## src/rtl/apb_fifo_slave_pkg.sv

```systemverilog
// Shared constants for the APB FIFO completer: FSM encodings, register
// selects, and STATUS/CTRL bit positions.
package apb_fifo_slave_pkg;

  // FSM encodings
  localparam logic [1:0] ST_IDLE = 2'd0;
  localparam logic [1:0] ST_WAIT = 2'd1;
  localparam logic [1:0] ST_RESP = 2'd2;

  // Register select, taken from PADDR[3:2]
  localparam logic [1:0] SEL_DATA   = 2'd0;
  localparam logic [1:0] SEL_STATUS = 2'd1;
  localparam logic [1:0] SEL_CTRL   = 2'd2;
  localparam logic [1:0] SEL_BAD    = 2'd3;

  // STATUS bit positions
  localparam int STAT_TX_EMPTY = 0;
  localparam int STAT_TX_FULL  = 1;
  localparam int STAT_RX_EMPTY = 2;
  localparam int STAT_RX_FULL  = 3;
  localparam int STAT_RX_OVF   = 4;

  // CTRL bit positions
  localparam int CTRL_TX_FLUSH  = 0;
  localparam int CTRL_RX_FLUSH  = 1;
  localparam int CTRL_OVF_CLEAR = 2;
  localparam int CTRL_WAIT_LSB  = 4;
  localparam int WAIT_W         = 4;

  // Request captured at the setup phase
  typedef struct packed {
    logic       write;
    logic [1:0] sel;
    logic       err;
  } req_t;

endpackage

```

## src/rtl/apb_fifo_slave_if.sv

```systemverilog
// APB completer-side bus bundle.
interface apb_fifo_slave_if #(
  parameter int addr_width = 32,
  parameter int data_width = 32
);
  logic                  PSEL;
  logic                  PENABLE;
  logic                  PWRITE;
  logic [addr_width-1:0] PADDR;
  logic [data_width-1:0] PWDATA;
  logic [data_width-1:0] PRDATA;
  logic                  PREADY;
  logic                  PSLVERR;

  modport master (
    output PSEL, PENABLE, PWRITE, PADDR, PWDATA,
    input  PRDATA, PREADY, PSLVERR
  );

  modport slave (
    input  PSEL, PENABLE, PWRITE, PADDR, PWDATA,
    output PRDATA, PREADY, PSLVERR
  );
endinterface

```

## src/rtl/apb_fifo_slave_sync_fifo.sv

```systemverilog
// Single-clock FIFO with flush; push when full and pop when empty are ignored.
module sync_fifo #(
  parameter int DEPTH = 8,
  parameter int WIDTH = 32
) (
  input  logic                   clk,
  input  logic                   rst_n,
  input  logic                   push,
  input  logic                   pop,
  input  logic                   flush,
  input  logic [WIDTH-1:0]       wdata,
  output logic [WIDTH-1:0]       rdata,
  output logic                   full,
  output logic                   empty,
  output logic [$clog2(DEPTH):0] count
);
  localparam int AW = $clog2(DEPTH);
  localparam int CW = AW + 1;

  logic [WIDTH-1:0] mem [DEPTH];
  logic [AW-1:0]    wr_ptr;
  logic [AW-1:0]    rd_ptr;
  logic             do_push;
  logic             do_pop;

  assign full    = (count == CW'(DEPTH));
  assign empty   = (count == '0);
  assign do_push = push && !full;
  assign do_pop  = pop && !empty;
  assign rdata   = mem[rd_ptr];

  // Storage write; a flushed push leaves a stale word that is never read
  always_ff @(posedge clk) begin
    if (do_push) mem[wr_ptr] <= wdata;
  end

  // Pointer and occupancy tracking; flush overrides same-cycle push/pop
  always_ff @(posedge clk or negedge rst_n) begin
    if (!rst_n) begin
      wr_ptr <= '0;
      rd_ptr <= '0;
      count  <= '0;
    end else if (flush) begin
      wr_ptr <= '0;
      rd_ptr <= '0;
      count  <= '0;
    end else begin
      if (do_push) wr_ptr <= wr_ptr + AW'(1);
      if (do_pop)  rd_ptr <= rd_ptr + AW'(1);
      if (do_push && !do_pop)      count <= count + CW'(1);
      else if (!do_push && do_pop) count <= count - CW'(1);
    end
  end
endmodule

```

## src/rtl/apb_fifo_slave.sv

```systemverilog
// APB completer exposing a TX FIFO, an RX FIFO, STATUS and CTRL registers,
// with programmable wait states.
//
// state | meaning
// IDLE  | waiting for a setup phase
// WAIT  | inserting wait states, PREADY low
// RESP  | PREADY high, side effect applied at the closing edge
module apb_fifo_slave
  import apb_fifo_slave_pkg::*;
#(
  parameter int addr_width = 32,
  parameter int data_width = 32,
  parameter int FIFO_DEPTH = 8
) (
  input  logic                  PCLK,
  input  logic                  PRESET,
  apb_fifo_slave_if.slave       apb,
  output logic [data_width-1:0] tx_data,
  output logic                  tx_valid,
  input  logic                  tx_pop,
  input  logic [data_width-1:0] rx_data,
  input  logic                  rx_push
);
  localparam int CW = $clog2(FIFO_DEPTH) + 1;

  logic [1:0]            state;
  logic [WAIT_W-1:0]     cnt;
  logic [WAIT_W-1:0]     wait_cfg;
  logic                  rx_ovf;
  req_t                  lat;
  logic [data_width-1:0] lat_wdata;

  logic                  tx_full, tx_empty, rx_full, rx_empty;
  logic [CW-1:0]         tx_count, rx_count;
  logic [data_width-1:0] rx_head;

  logic [1:0]            dec_sel;
  logic                  dec_err;
  logic [1:0]            cur_sel;
  logic                  cur_err, cur_write;
  logic [data_width-1:0] status_word, rd_word;
  logic                  fire, tx_push, rx_pop, ctrl_wr;
  logic                  tx_flush, rx_flush, ovf_clear;

  // Address decode and error evaluation for the current setup phase
  always_comb begin
    dec_sel = apb.PADDR[3:2];
    dec_err = (apb.PADDR[1:0] != 2'b00)
           || (apb.PADDR[addr_width-1:4] != '0)
           || (dec_sel == SEL_BAD)
           || (dec_sel == SEL_STATUS && apb.PWRITE)
           || (dec_sel == SEL_DATA && apb.PWRITE && tx_full)
           || (dec_sel == SEL_DATA && !apb.PWRITE && rx_empty);
  end

  // In IDLE the response comes straight from the live decode; otherwise from the latch
  assign cur_sel   = (state == ST_IDLE) ? dec_sel      : lat.sel;
  assign cur_err   = (state == ST_IDLE) ? dec_err      : lat.err;
  assign cur_write = (state == ST_IDLE) ? apb.PWRITE   : lat.write;

  // STATUS snapshot
  always_comb begin
    status_word                = '0;
    status_word[STAT_TX_EMPTY] = tx_empty;
    status_word[STAT_TX_FULL]  = tx_full;
    status_word[STAT_RX_EMPTY] = rx_empty;
    status_word[STAT_RX_FULL]  = rx_full;
    status_word[STAT_RX_OVF]   = rx_ovf;
    status_word[15:8]          = 8'(tx_count);
    status_word[23:16]         = 8'(rx_count);
  end

  // Read data loaded into PRDATA on RESP entry; errors and writes return 0
  always_comb begin
    rd_word = '0;
    if (!cur_err && !cur_write) begin
      case (cur_sel)
        SEL_DATA:   rd_word = rx_head;
        SEL_STATUS: rd_word = status_word;
        SEL_CTRL:   rd_word[CTRL_WAIT_LSB +: WAIT_W] = wait_cfg;
        default:    rd_word = '0;
      endcase
    end
  end

  // APB transfer FSM with registered outputs
  always_ff @(posedge PCLK or negedge PRESET) begin
    if (!PRESET) begin
      state       <= ST_IDLE;
      cnt         <= '0;
      lat         <= '0;
      lat_wdata   <= '0;
      apb.PREADY  <= 1'b0;
      apb.PSLVERR <= 1'b0;
      apb.PRDATA  <= '0;
    end else begin
      case (state)
        ST_IDLE: begin
          apb.PREADY  <= 1'b0;
          apb.PSLVERR <= 1'b0;
          apb.PRDATA  <= '0;
          if (apb.PSEL && !apb.PENABLE) begin
            lat.write <= apb.PWRITE;
            lat.sel   <= dec_sel;
            lat.err   <= dec_err;
            lat_wdata <= apb.PWDATA;
            if (wait_cfg == '0) begin
              state       <= ST_RESP;
              apb.PREADY  <= 1'b1;
              apb.PSLVERR <= dec_err;
              apb.PRDATA  <= rd_word;
            end else begin
              state <= ST_WAIT;
              cnt   <= wait_cfg - WAIT_W'(1);
            end
          end
        end
        ST_WAIT: begin
          if (!apb.PSEL) begin
            state <= ST_IDLE;
          end else if (cnt == '0) begin
            state       <= ST_RESP;
            apb.PREADY  <= 1'b1;
            apb.PSLVERR <= lat.err;
            apb.PRDATA  <= rd_word;
          end else begin
            cnt <= cnt - WAIT_W'(1);
          end
        end
        ST_RESP: begin
          state       <= ST_IDLE;
          apb.PREADY  <= 1'b0;
          apb.PSLVERR <= 1'b0;
          apb.PRDATA  <= '0;
        end
        default: state <= ST_IDLE;
      endcase
    end
  end

  // Side effects fire at the RESP closing edge, only if the master is still selecting us
  assign fire      = (state == ST_RESP) && apb.PSEL && !lat.err;
  assign tx_push   = fire && lat.write && (lat.sel == SEL_DATA);
  assign rx_pop    = fire && !lat.write && (lat.sel == SEL_DATA);
  assign ctrl_wr   = fire && lat.write && (lat.sel == SEL_CTRL);
  assign tx_flush  = ctrl_wr && lat_wdata[CTRL_TX_FLUSH];
  assign rx_flush  = ctrl_wr && lat_wdata[CTRL_RX_FLUSH];
  assign ovf_clear = ctrl_wr && lat_wdata[CTRL_OVF_CLEAR];

  // CTRL wait setting and sticky RX overflow; a new overflow beats a same-cycle clear
  always_ff @(posedge PCLK or negedge PRESET) begin
    if (!PRESET) begin
      wait_cfg <= '0;
      rx_ovf   <= 1'b0;
    end else begin
      if (ctrl_wr) wait_cfg <= lat_wdata[CTRL_WAIT_LSB +: WAIT_W];
      if (rx_push && rx_full) rx_ovf <= 1'b1;
      else if (ovf_clear)     rx_ovf <= 1'b0;
    end
  end

  sync_fifo #(.DEPTH(FIFO_DEPTH), .WIDTH(data_width)) u_tx_fifo (
    .clk   (PCLK),
    .rst_n (PRESET),
    .push  (tx_push),
    .pop   (tx_pop),
    .flush (tx_flush),
    .wdata (lat_wdata),
    .rdata (tx_data),
    .full  (tx_full),
    .empty (tx_empty),
    .count (tx_count)
  );

  sync_fifo #(.DEPTH(FIFO_DEPTH), .WIDTH(data_width)) u_rx_fifo (
    .clk   (PCLK),
    .rst_n (PRESET),
    .push  (rx_push),
    .pop   (rx_pop),
    .flush (rx_flush),
    .wdata (rx_data),
    .rdata (rx_head),
    .full  (rx_full),
    .empty (rx_empty),
    .count (rx_count)
  );

  assign tx_valid = !tx_empty;
endmodule

```

## src/flat_wrapper.sv

```systemverilog
// flat-port wrapper written by rule: the top's interface ports become plain ports
module apb_fifo_slave_flat import apb_fifo_slave_pkg::*;
#(
  parameter int addr_width = 32,
  parameter int data_width = 32,
  parameter int FIFO_DEPTH = 8
)
  (PCLK, PRESET, tx_data, tx_valid, tx_pop, rx_data, rx_push, apb_PSEL, apb_PENABLE, apb_PWRITE, apb_PADDR, apb_PWDATA, apb_PRDATA, apb_PREADY, apb_PSLVERR);
  apb_fifo_slave_if #(.addr_width(addr_width), .data_width(data_width)) apb_i ();
  input  logic PCLK;
  input  logic PRESET;
  output logic [data_width-1:0] tx_data;
  output logic tx_valid;
  input  logic tx_pop;
  input  logic [data_width-1:0] rx_data;
  input  logic rx_push;
  input wire logic [$bits(apb_i.PSEL)-1:0] apb_PSEL;
  input wire logic [$bits(apb_i.PENABLE)-1:0] apb_PENABLE;
  input wire logic [$bits(apb_i.PWRITE)-1:0] apb_PWRITE;
  input wire logic [$bits(apb_i.PADDR)-1:0] apb_PADDR;
  input wire logic [$bits(apb_i.PWDATA)-1:0] apb_PWDATA;
  output wire logic [$bits(apb_i.PRDATA)-1:0] apb_PRDATA;
  output wire logic [$bits(apb_i.PREADY)-1:0] apb_PREADY;
  output wire logic [$bits(apb_i.PSLVERR)-1:0] apb_PSLVERR;
  assign apb_i.PSEL = apb_PSEL;
  assign apb_i.PENABLE = apb_PENABLE;
  assign apb_i.PWRITE = apb_PWRITE;
  assign apb_i.PADDR = apb_PADDR;
  assign apb_i.PWDATA = apb_PWDATA;
  assign apb_PRDATA = apb_i.PRDATA;
  assign apb_PREADY = apb_i.PREADY;
  assign apb_PSLVERR = apb_i.PSLVERR;
  apb_fifo_slave #(.addr_width(addr_width), .data_width(data_width), .FIFO_DEPTH(FIFO_DEPTH)) u_core (.PCLK(PCLK), .PRESET(PRESET), .apb(apb_i), .tx_data(tx_data), .tx_valid(tx_valid), .tx_pop(tx_pop), .rx_data(rx_data), .rx_push(rx_push));
endmodule
```

## config.mk

```make
export PLATFORM = sky130hd
export DESIGN_NAME = apb_fifo_slave_flat
export DESIGN_NICKNAME = d
export VERILOG_FILES = /design/src/rtl/apb_fifo_slave_pkg.sv /design/src/rtl/apb_fifo_slave_if.sv /design/src/rtl/apb_fifo_slave_sync_fifo.sv /design/src/rtl/apb_fifo_slave.sv /design/src/flat_wrapper.sv
export SDC_FILE = /design/constraint.sdc
export NUM_CORES = 1
export LEC_CHECK = 0
export CAP_MARGIN = 15
export CORE_UTILIZATION = 45
export CTS_CLUSTER_DIAMETER = 30
export DETAILED_ROUTE_END_ITERATION = 8
export GPL_ROUTABILITY_DRIVEN = 0
export MAX_ROUTING_LAYER = met4
export PLACE_DENSITY = 0.64
export SYNTH_ARGS = -nofsm -noshare
export SYNTH_HDL_FRONTEND = slang
export SYNTH_HIERARCHICAL = 1
export SYNTH_SLANG_ARGS = --single-unit
```

## constraint.sdc

```tcl
create_clock -name PCLK -period 6.89 [get_ports PCLK]
set_input_delay 2.067 -clock PCLK [delete_from_list [all_inputs] [get_ports PCLK]]
set_output_delay 2.067 -clock PCLK [all_outputs]
set_load 0.05 [all_outputs]
```

==> results of run 1 <==
routing by layer:
metal  vias to the layer above  routed length, µm  track usage
met3                        73               2580       0.0447
met4                         0                885       0.0573
met2                       295              25800        0.326
met5                         -                  0            -
met1                      6461              21800        0.251
li1                       5478                  -            -
worst min-delay path, cell delays in order, from the launching register on:
cell and delay (ps):
sky130_fd_sc_hd__dfrtp_1 330, sky130_fd_sc_hd__nand2_1 50, sky130_fd_sc_hd__o21ai_1 60
final cells by class:
cell class                 instances  area (µm²)  share of cell area
antenna                            1        2.50           0.0000807
sequential                       613       17900               0.578
multi-input combinational        516        6160               0.199
timing repair buffer             199        1980              0.0640
tap                              688         861              0.0278
inverter                          15        56.3             0.00182
clock buffer                     139        3120               0.101
clock inverter                    78         897              0.0289
cells by family (layout without fill, tap and decap cells):
logic type                 after synthesis  in the layout  share of synthesized area
DFF                                    613            613                      0.737
muxes                                  260            260                      0.178
and+or+nand+nor                        147            147                     0.0309
AOI/OAI and AO/OA                       81             81                     0.0269
buffers and inverters                   76            431                     0.0141
adders and majority gates               14             14                    0.00783
xor gates and xnor gates                14             14                    0.00505
other                                    0              1                          0
sequential cells by signal (all words and copies together), names as in the netlist, 4 cells and up:
name                    flops
u_core/u_rx_fifo/mem      256
u_core/u_tx_fifo/mem      256
u_core/apb.PRDATA          32
u_core/lat_wdata           32
u_core/cnt                  4
u_core/lat                  4
u_core/u_rx_fifo/count      4
u_core/u_tx_fifo/count      4
u_core/wait_cfg             4
final timing paths:
kind	startpoint	endpoint	slack (ps)
max in group asynchronous	PRESET	u_core/u_rx_fifo/rd_ptr[0]	4360
hold / removal	u_core/apb.PRDATA[8]	u_core/apb.PRDATA[8]	480
hold reg to reg	u_core/apb.PRDATA[8]	u_core/apb.PRDATA[8]	480
setup / recovery	u_core/u_tx_fifo/rd_ptr[0]	tx_data[19]	1370
min in group asynchronous	PRESET	u_core/lat_wdata[24]	1250
setup reg to reg	u_core/state[0]	u_core/u_tx_fifo/mem[3][4]	3670
metrics by stage:
step	cells	hold WS (ps)	instance area [µm²]	total power, mW	util
CTS	2246	485	31000	14.6	0.584
finish	2249	479	31000	14.4	0.585
global route	2249	509	31000	15.0	0.585
global placement	2029	471	26900	8.83	0.508
floorplan	1205	466	24300	7.78	-
detailed placement	2029	475	26900	8.89	0.508
placed cells by master (no fill, tap or decap), types with 4 or more instances in the layout:
master and instances:
sky130_fd_sc_hd__edfxtp_1 512, sky130_fd_sc_hd__clkdlybuf4s50_1 168, sky130_fd_sc_hd__mux4_2 128, sky130_fd_sc_hd__clkbuf_16 119, sky130_fd_sc_hd__mux2_2 104, sky130_fd_sc_hd__dfrtp_1 96
sky130_fd_sc_hd__nand2_1 46, sky130_fd_sc_hd__mux2i_1 27, sky130_fd_sc_hd__buf_4 26, sky130_fd_sc_hd__nor2_1 23, sky130_fd_sc_hd__a22o_1 19, sky130_fd_sc_hd__inv_6 15
sky130_fd_sc_hd__inv_1 15, sky130_fd_sc_hd__o21ai_1 15, sky130_fd_sc_hd__bufinv_16 14, sky130_fd_sc_hd__clkinv_4 14, sky130_fd_sc_hd__clkbuf_1 13, sky130_fd_sc_hd__clkinvlp_4 12
sky130_fd_sc_hd__nor4_1 12, sky130_fd_sc_hd__ha_1 12, sky130_fd_sc_hd__clkinv_2 11, sky130_fd_sc_hd__nand3_1 11, sky130_fd_sc_hd__clkinv_1 9, sky130_fd_sc_hd__o21ai_0 9
sky130_fd_sc_hd__nor3_2 9, sky130_fd_sc_hd__clkbuf_8 7, sky130_fd_sc_hd__nand2b_1 7, sky130_fd_sc_hd__nor2_4 7, sky130_fd_sc_hd__xnor2_1 7, sky130_fd_sc_hd__a21oi_1 7
sky130_fd_sc_hd__xor2_1 7, sky130_fd_sc_hd__nor3_1 7, sky130_fd_sc_hd__nor4_2 4, sky130_fd_sc_hd__buf_12 4, sky130_fd_sc_hd__a211oi_2 4, sky130_fd_sc_hd__o211ai_1 4
power by group through the flow:
stage	combinational (mW)	sequential, mW	clock [mW]
floorplan	2.71	5.07	0
global placement	3.38	5.45	0
detailed placement	3.40	5.49	0
CTS	3.43	5.43	5.74
global route	3.61	5.51	5.92
finish	3.38	5.40	5.64
==> results.sh, run 1 <==
export IMPL_worst_clk_skew_ps=19.8
export IMPL_cts_sinks=613
export IMPL_detail_route_vias_per_cell=5.47
export IMPL_power_switching_mw=4.31
export IMPL_grt_overflow_total=0
export IMPL_post_drt_wl_per_cell_um=22.7
export IMPL_timing_worst_slew_pin_value_ps=1150
export IMPL_clock_latency_ps=640
export IMPL_switching_share=0.299
export IMPL_timing_critical_path_from_type="flip-flop"
export IMPL_cts_reportedPaths_clkPinSlew_ps=40
export IMPL_grt_pass1_vias=13100
export IMPL_critical_path_max_stage_delay_ps=880
export IMPL_cts_buffers=116
export IMPL_finalWirelength_mm=51.1
export IMPL_clkPwrFrac=0.391
export IMPL_power_internal_mw=10.1
export IMPL_power_density_nw_per_um2=465
export IMPL_tritoncts_clock_tree="built"
export IMPL_floorplan_initialDensity=0.459
export IMPL_cp_buffers_inverters=2
export IMPL_post_synth_inst_count=1205
export IMPL_die_w_um=234
export IMPL_drt_iter0_drc=657
export IMPL_timing_critical_path_max_delay_family="buffers and inverters"
export IMPL_synth_yosys_seq_area_share=0.737
export IMPL_numPortBuffers=169
export IMPL_status="finished, final reports clean"
export IMPL_post_detailed_route_drc_marker_count=0
export IMPL_syn_area_per_cell_um2=20.2
export IMPL_cell_count_along_the_critical_path=4
export IMPL_grt_usage=0.200
export IMPL_netlist_area_leader_share=0.633
export IMPL_clock_path_buffers=3
export IMPL_synth_seq_cells=613
export IMPL_maxSlewViolCount=0
export IMPL_cts_resized_gates=0
export IMPL_die_y_um=234
export IMPL_layout_worst_path_cycle_share=0.802
export IMPL_ir_drop_uv=252
export IMPL_min_path_cells=2
export IMPL_p_leak_nw=10.7
export IMPL_fmax_mhz=181
export IMPL_comb_power_share=0.235
export IMPL_core_area_um2=53000
export IMPL_drv_max_cap_violation_count=0
export IMPL_pin_count_of_the_biggest_net_entering_global_routing=66
export IMPL_pre_cts_slack_ps=1570
export IMPL_synthArstFlopShare=0.165
export IMPL_post_cts_hold_buffer_count=0
export IMPL_place_detailed_hpwl_mm=29.9
export IMPL_post_cts_buffers=0
export IMPL_n_fill_cell=3865
export IMPL_clock_tree_root_cell="sky130_fd_sc_hd__clkbuf_16"
export IMPL_post_synth_top_area_cell="sky130_fd_sc_hd__edfxtp_1"
export IMPL_critPathMaxFanout=34
export IMPL_finish_net_count=1578
export IMPL_io_pin_count=170
export IMPL_wire_length_of_the_first_global_routing_pass_mm=78.6
export IMPL_ys_warnings_count=6
export IMPL_synth_common_cells="512 x sky130_fd_sc_hd__edfxtp_1, 128 x sky130_fd_sc_hd__mux4_2, 104 x sky130_fd_sc_hd__mux2_2"
export IMPL_layout_area_overhead_vs_synth_pct=27.6
export IMPL_die_area_um2=54900
export IMPL_synth_cell_area_um2=24300
export IMPL_hold_path_class="flip-flop to flip-flop"
export IMPL_cp_required_ps=4820
export IMPL_postLayoutSetupSlackWorst_ps=1370
export IMPL_main_area_contributors_after_synthesis="sky130_fd_sc_hd__edfxtp_1 63%, sky130_fd_sc_hd__mux4_2 12%, sky130_fd_sc_hd__dfrtp_1 10%"
export IMPL_number_of_synthesized_flops_with_an_enable_pin=512
export IMPL_postSynthNetCount=1322
export IMPL_worstPathArrival_ps=3460
export IMPL_crit_type="flip-flop to output pin"
export IMPL_vias=12300
export IMPL_synthMostInstantiatedCell="sky130_fd_sc_hd__edfxtp_1"
export IMPL_grt_antenna_before_repair=1
export IMPL_seq_power_share=0.374
export IMPL_timing_max_slew_rel_slack=0.234
export IMPL_finalSetupViolations=0
export IMPL_grt_setup_unrepaired="false"
export IMPL_cts_htree_levels=3
export IMPL_drt_pre_antenna_iters=5
export IMPL_critPathSlowestCell="sky130_fd_sc_hd__dfrtp_4"
export IMPL_finalSetupTns_ps=0
export IMPL_period_needed_ps=5520
export IMPL_num_rows=84
export IMPL_reg2reg_depth=8
export IMPL_ys_dominant_reg_cell="sky130_fd_sc_hd__edfxtp_1"
export IMPL_timing_critical_path_to_type="output pin"
export IMPL_detail_route_antenna_nets=0
export IMPL_path_cells="buf_12 -> mux4_2 -> mux2_2 -> clkdlybuf4s50_1"
export IMPL_synth_lib_cells_used_distinct=57
export IMPL_drive_above_1_share=0.319
export IMPL_final_hold_violation_count=0
Power figures use the tool's default switching activity.
==> run 2: changes to the inputs <==
==> constraint.sdc (replaced) <==
create_clock -name PCLK -period 5.8 [get_ports PCLK]
set_input_delay 1.74 -clock PCLK [delete_from_list [all_inputs] [get_ports PCLK]]
set_output_delay 1.74 -clock PCLK [all_outputs]
set_load 0.05 [all_outputs]
==> results.sh, run 2 (same netlist as run 1, synthesis figures left out) <==
export IMPL_drt_pre_antenna_iters=5
export IMPL_status="finished, final reports clean"
export IMPL_grt_usage=0.198
export IMPL_cts_sinks=613
export IMPL_layout_area_overhead_vs_synth_pct=27.5
export IMPL_critical_path_reg2reg_endpoint="u_core/u_rx_fifo/count[3]"
export IMPL_switching_share=0.295
export IMPL_hold_path_class="flip-flop to flip-flop"
export IMPL_cts_buffers=113
export IMPL_wire_length_of_the_first_global_routing_pass_mm=78.0
export IMPL_grt_pass1_vias=13300
export IMPL_core_area_um2=53000
export IMPL_die_w_um=234
export IMPL_timing_hold_worst_endpoint="u_core/apb.PRDATA[1]"
export IMPL_period_needed_ps=5110
export IMPL_tritoncts_clock_tree="built"
export IMPL_reg2reg_depth=12
export IMPL_die_y_um=234
export IMPL_post_cts_buffers=0
export IMPL_timing_critical_path_from_type="flip-flop"
export IMPL_crit_type="flip-flop to output pin"
export IMPL_clock_latency_ps=640
export IMPL_num_rows=84
export IMPL_comb_power_share=0.236
export IMPL_finish_net_count=1580
export IMPL_drive_above_1_share=0.318
export IMPL_power_mw=17.2
export IMPL_power_internal_mw=12.1
export IMPL_detail_route_vias_per_cell=5.44
export IMPL_min_delay_start="u_core/apb.PRDATA[1]"
export IMPL_clock_path_buffers=3
export IMPL_timing_critical_path_to_type="output pin"
export IMPL_grt_setup_unrepaired="false"
export IMPL_layout_cells_most_common_list="512 x sky130_fd_sc_hd__edfxtp_1, 168 x sky130_fd_sc_hd__clkdlybuf4s50_1, 128 x sky130_fd_sc_hd__mux4_2"
export IMPL_min_path_cells=2
export IMPL_clkPwrFrac=0.392
export IMPL_power_switching_mw=5.07
export IMPL_detail_route_antenna_nets=0
export IMPL_floorplan_initialDensity=0.459
export IMPL_critPathMaxFanout=31
export IMPL_timing_worst_slew_pin_value_ps=990
export IMPL_layout_worst_path_cycle_share=0.882
export IMPL_numPortBuffers=169
export IMPL_worstPathArrival_ps=3370
export IMPL_n_fill_cell=3965
export IMPL_power_density_nw_per_um2=554
export IMPL_cts_resized_gates=0
export IMPL_io_pin_count=170
export IMPL_drt_iter0_drc=698
export IMPL_p_leak_nw=10.7
export IMPL_vias=12300
export IMPL_fmax_mhz=196
export IMPL_mostFrequentLayoutCell="sky130_fd_sc_hd__edfxtp_1"
export IMPL_critical_path_reg2reg_startpoint="u_core/state[0]"
export IMPL_pin_count_of_the_biggest_net_entering_global_routing=65
export IMPL_ir_drop_uv=344
export IMPL_cts_reportedPaths_clkPinSlew_ps=50
export IMPL_place_detailed_hpwl_mm=29.1
export IMPL_cts_htree_levels=3
export IMPL_finalWirelength_mm=50.6
export IMPL_finalSetupTns_ps=0
export IMPL_timing_max_slew_rel_slack=0.340
export IMPL_clock_tree_root_cell="sky130_fd_sc_hd__clkbuf_16"
export IMPL_post_cts_hold_buffer_count=0
export IMPL_grt_overflow_total=0
export IMPL_seq_power_share=0.372
export IMPL_die_area_um2=54900
export IMPL_largest_registers="u_core/u_rx_fifo/mem: 256 flops, u_core/u_tx_fifo/mem: 256 flops"
export IMPL_finalSetupViolations=0
export IMPL_drv_max_cap_violation_count=0
export IMPL_final_hold_violation_count=0
export IMPL_post_drt_wl_per_cell_um=22.5
export IMPL_maxSlewViolCount=0
export IMPL_minimum_setup_slack_among_reg_to_reg_paths_ps=2740
export IMPL_cp_required_ps=4060
export IMPL_post_detailed_route_drc_marker_count=0
export IMPL_grt_antenna_before_repair=1
export IMPL_worst_clk_skew_ps=27.4
==> run 2: worst max path at each step <==
stage                                    start  slack (ps)                          to
floorplan                              rx_push           5  u_core/u_rx_fifo/mem[0][0]
global placement                      apb_PSEL        1220   u_core/u_rx_fifo/count[3]
detailed placement                    apb_PSEL        1080   u_core/u_rx_fifo/count[3]
CTS                 u_core/u_tx_fifo/rd_ptr[0]         590                 tx_data[10]
global route        u_core/u_tx_fifo/rd_ptr[0]         490                 tx_data[20]
finish              u_core/u_tx_fifo/rd_ptr[0]         690                 tx_data[19]
==> run 2: metal layers <==
layer  routed length (µm)  track usage  part of all wire  vias to the layer above
met3                 3020       0.0512             0.060                       95
met4                 1220       0.0645             0.024                        0
li1                     -            -                 -                     5472
met2                25400        0.322              0.50                      325
met5                    0            -                 0                        -
met1                21000        0.243              0.41                     6358
==> run 2: power groups by stage <==
stage | clock (mW) | sequential [mW] | combinational (mW)
2_1_floorplan | 0 | 6.03 | 3.21
3_3_place_gp | 0 | 6.44 | 4.06
3_5_place_dp | 0 | 6.48 | 4.09
4_1_cts | 6.85 | 6.41 | 4.12
5_1_grt | 7.06 | 6.51 | 4.33
6_report | 6.73 | 6.38 | 4.06
==> run 2: per-stage QoR <==
step,utilization,cells,setup WS [ps],area [µm²],hold slack [ps]
after floorplan,-,1205,5.05,24300,466
after global placement,0.509,2035,1220,27000,474
after detailed placement,0.509,2035,1080,27000,476
after CTS,0.584,2248,587,31000,486
after global routing,0.585,2250,490,31000,511
final,0.585,2250,687,31000,483
==> run 2: cell type report <==
type,instances,area (µm²),area share
timing repair buffer,204,1990,0.0642
multi-input combinational,516,6170,0.199
inverter,15,56.3,0.00182
antenna,1,2.50,0.0000808
clock inverter,78,983,0.0317
clock buffer,135,3000,0.0970
tap,688,861,0.0278
sequential,613,17900,0.578
==> run 2: critical path: stages, from the launching register on <==
cell and delay [ps]:
sky130_fd_sc_hd__dfrtp_4 830, sky130_fd_sc_hd__buf_12 330, sky130_fd_sc_hd__mux4_2 530, sky130_fd_sc_hd__mux2_2 290, sky130_fd_sc_hd__clkdlybuf4s50_1 710
==> run 3: changes to the inputs <==
--- a/config.mk
+++ b/config.mk
@@ -12,6 +12,7 @@
 export GPL_ROUTABILITY_DRIVEN = 0
 export MAX_ROUTING_LAYER = met4
 export PLACE_DENSITY = 0.64
+export SLEW_MARGIN = 20
 export SYNTH_ARGS = -nofsm -noshare
 export SYNTH_HDL_FRONTEND = slang
 export SYNTH_HIERARCHICAL = 1
==> results.sh, run 3 (same netlist as run 1, synthesis figures left out) <==
export IMPL_grt_pass1_vias=13300
export IMPL_grt_antenna_before_repair=1
export IMPL_drv_max_cap_violation_count=0
export IMPL_hold_path_class="flip-flop to flip-flop"
export IMPL_ir_drop_uv=344
export IMPL_layout_worst_path_cycle_share=0.881
export IMPL_minimum_setup_slack_among_reg_to_reg_paths_ps=2710
export IMPL_grt_usage=0.198
export IMPL_finalWirelength_mm=50.7
export IMPL_p_leak_nw=10.7
export IMPL_wire_length_of_the_first_global_routing_pass_mm=78.0
export IMPL_die_area_um2=54900
export IMPL_vias=12300
export IMPL_cp_buffers_inverters=2
export IMPL_cp_required_ps=4060
export IMPL_min_delay_start="u_core/apb.PRDATA[1]"
export IMPL_critical_path_max_stage_delay_ps=830
export IMPL_cts_reportedPaths_clkPinSlew_ps=50
export IMPL_timing_critical_path_max_delay_family="buffers and inverters"
export IMPL_critical_path_reg2reg_startpoint="u_core/state[0]"
export IMPL_maxSlewViolCount=0
export IMPL_io_pin_count=170
export IMPL_post_cts_buffers=0
export IMPL_post_cts_hold_buffer_count=0
export IMPL_clock_tree_root_cell="sky130_fd_sc_hd__clkbuf_16"
export IMPL_critical_path_reg2reg_endpoint="u_core/u_rx_fifo/count[3]"
export IMPL_place_inst=2035
export IMPL_place_detailed_hpwl_mm=29.1
export IMPL_timing_critical_path_from_type="flip-flop"
export IMPL_worst_clk_skew_ps=26.2
export IMPL_finalSetupTns_ps=0
export IMPL_timing_hold_worst_endpoint="u_core/apb.PRDATA[1]"
export IMPL_grt_setup_unrepaired="false"
export IMPL_num_rows=84
export IMPL_reg2reg_depth=12
export IMPL_power_density_nw_per_um2=554
export IMPL_power_mw=17.2
export IMPL_clock_path_buffers=3
export IMPL_fin_hold_ws_ps=483
export IMPL_worstPathArrival_ps=3370
export IMPL_timing_worst_slew_pin_value_ps=990
export IMPL_tritoncts_clock_tree="built"
export IMPL_numPortBuffers=169
export IMPL_cts_sinks=613
export IMPL_final_hold_violation_count=0
export IMPL_cts_htree_levels=3
export IMPL_path_cells="buf_12 -> mux4_2 -> mux2_2 -> clkdlybuf4s50_1"
export IMPL_post_detailed_route_drc_marker_count=0
export IMPL_clock_latency_ps=640
export IMPL_finalSetupViolations=0
export IMPL_cts_buffers=113
export IMPL_layout_area_overhead_vs_synth_pct=27.5
export IMPL_fmax_mhz=196
export IMPL_drive_above_1_share=0.318
export IMPL_finish_net_count=1579
export IMPL_finish_instance_area_um2=31000
export IMPL_timing_critical_path_to_type="output pin"
export IMPL_detail_route_antenna_nets=0
export IMPL_mostFrequentLayoutCell="sky130_fd_sc_hd__edfxtp_1"
export IMPL_period_needed_ps=5110
export IMPL_status="finished, final reports clean"
export IMPL_critPathMaxFanout=31
export IMPL_core_area_um2=53000
export IMPL_largest_registers="u_core/u_rx_fifo/mem: 256 flops, u_core/u_tx_fifo/mem: 256 flops"
export IMPL_die_w_um=234
export IMPL_layout_cells_most_common_list="512 x sky130_fd_sc_hd__edfxtp_1, 168 x sky130_fd_sc_hd__clkdlybuf4s50_1, 128 x sky130_fd_sc_hd__mux4_2"
export IMPL_die_y_um=234
export IMPL_min_path_cells=2
export IMPL_pin_count_of_the_biggest_net_entering_global_routing=65
export IMPL_critPathSlowestCell="sky130_fd_sc_hd__dfrtp_4"
export IMPL_drt_iter0_drc=712
export IMPL_crit_type="flip-flop to output pin"
export IMPL_drt_pre_antenna_iters=5
export IMPL_grt_overflow_total=0
export IMPL_detail_route_vias_per_cell=5.45
export IMPL_cell_area_reported_after_detailed_placement_um2=27000
export IMPL_post_drt_wl_per_cell_um=22.5
export IMPL_floorplan_initialDensity=0.459
export IMPL_n_fill_cell=3967
export IMPL_cts_resized_gates=0
export IMPL_timing_max_slew_rel_slack=0.340
export IMPL_fin_cells=2249
## run 3: how the worst max path moves through the flow
| stage | cells after the start | from | end |
|---|---|---|---|
| 2_1_floorplan | 3 | rx_push | u_core/u_rx_fifo/mem[0][0] |
| 3_5_place_dp | 11 | apb_PSEL | u_core/u_rx_fifo/count[3] |
| 6_report | 4 | u_core/u_tx_fifo/rd_ptr[0] | tx_data[19] |
| 3_3_place_gp | 11 | apb_PSEL | u_core/u_rx_fifo/count[3] |
| 5_1_grt | 4 | u_core/u_tx_fifo/rd_ptr[0] | tx_data[20] |
| 4_1_cts | 4 | u_core/u_tx_fifo/rd_ptr[0] | tx_data[10] |
## run 3: stage by stage
step	setup slack (ps)	utilization
global route	490	0.585
CTS	587	0.584
detailed placement	1080	0.509
finish	691	0.585
global placement	1220	0.509
floorplan	5.05	-
## run 3: cell type report
cell class,instances,area (µm²),share of cell area
timing repair buffer,203,1970,0.0636
clock inverter,78,983,0.0318
clock buffer,135,3000,0.0970
inverter,15,56.3,0.00182
sequential,613,17900,0.578
tap,688,861,0.0278
antenna,1,2.50,0.0000808
multi-input combinational,516,6180,0.200
## run 3: worst reg2reg max path: cells and delay by family (launching register included)
kind            cells  cell delay, ps
simple gates        5            1180
mux                 1             220
flops               1             390
fa+ha+maj           2             490
buf+inv             1             110
compound gates      3             550
## run 3: power breakdown
group / switching (mW) / leakage (nW) / internal, mW
Sequential: 0.774 / 5.90 / 5.60
Combinational: 2.11 / 2.84 / 1.94
Clock: 2.18 / 1.94 / 4.55
## run 3: per-layer routing
| layer | GRT usage | up-vias | part of all wire |
|---|---|---|---|
| met5 | - | - | 0 |
| met4 | 0.0645 | 0 | 0.024 |
| met3 | 0.0512 | 96 | 0.056 |
| met2 | 0.322 | 300 | 0.50 |
| met1 | 0.243 | 6396 | 0.42 |
| li1 | - | 5473 | - |
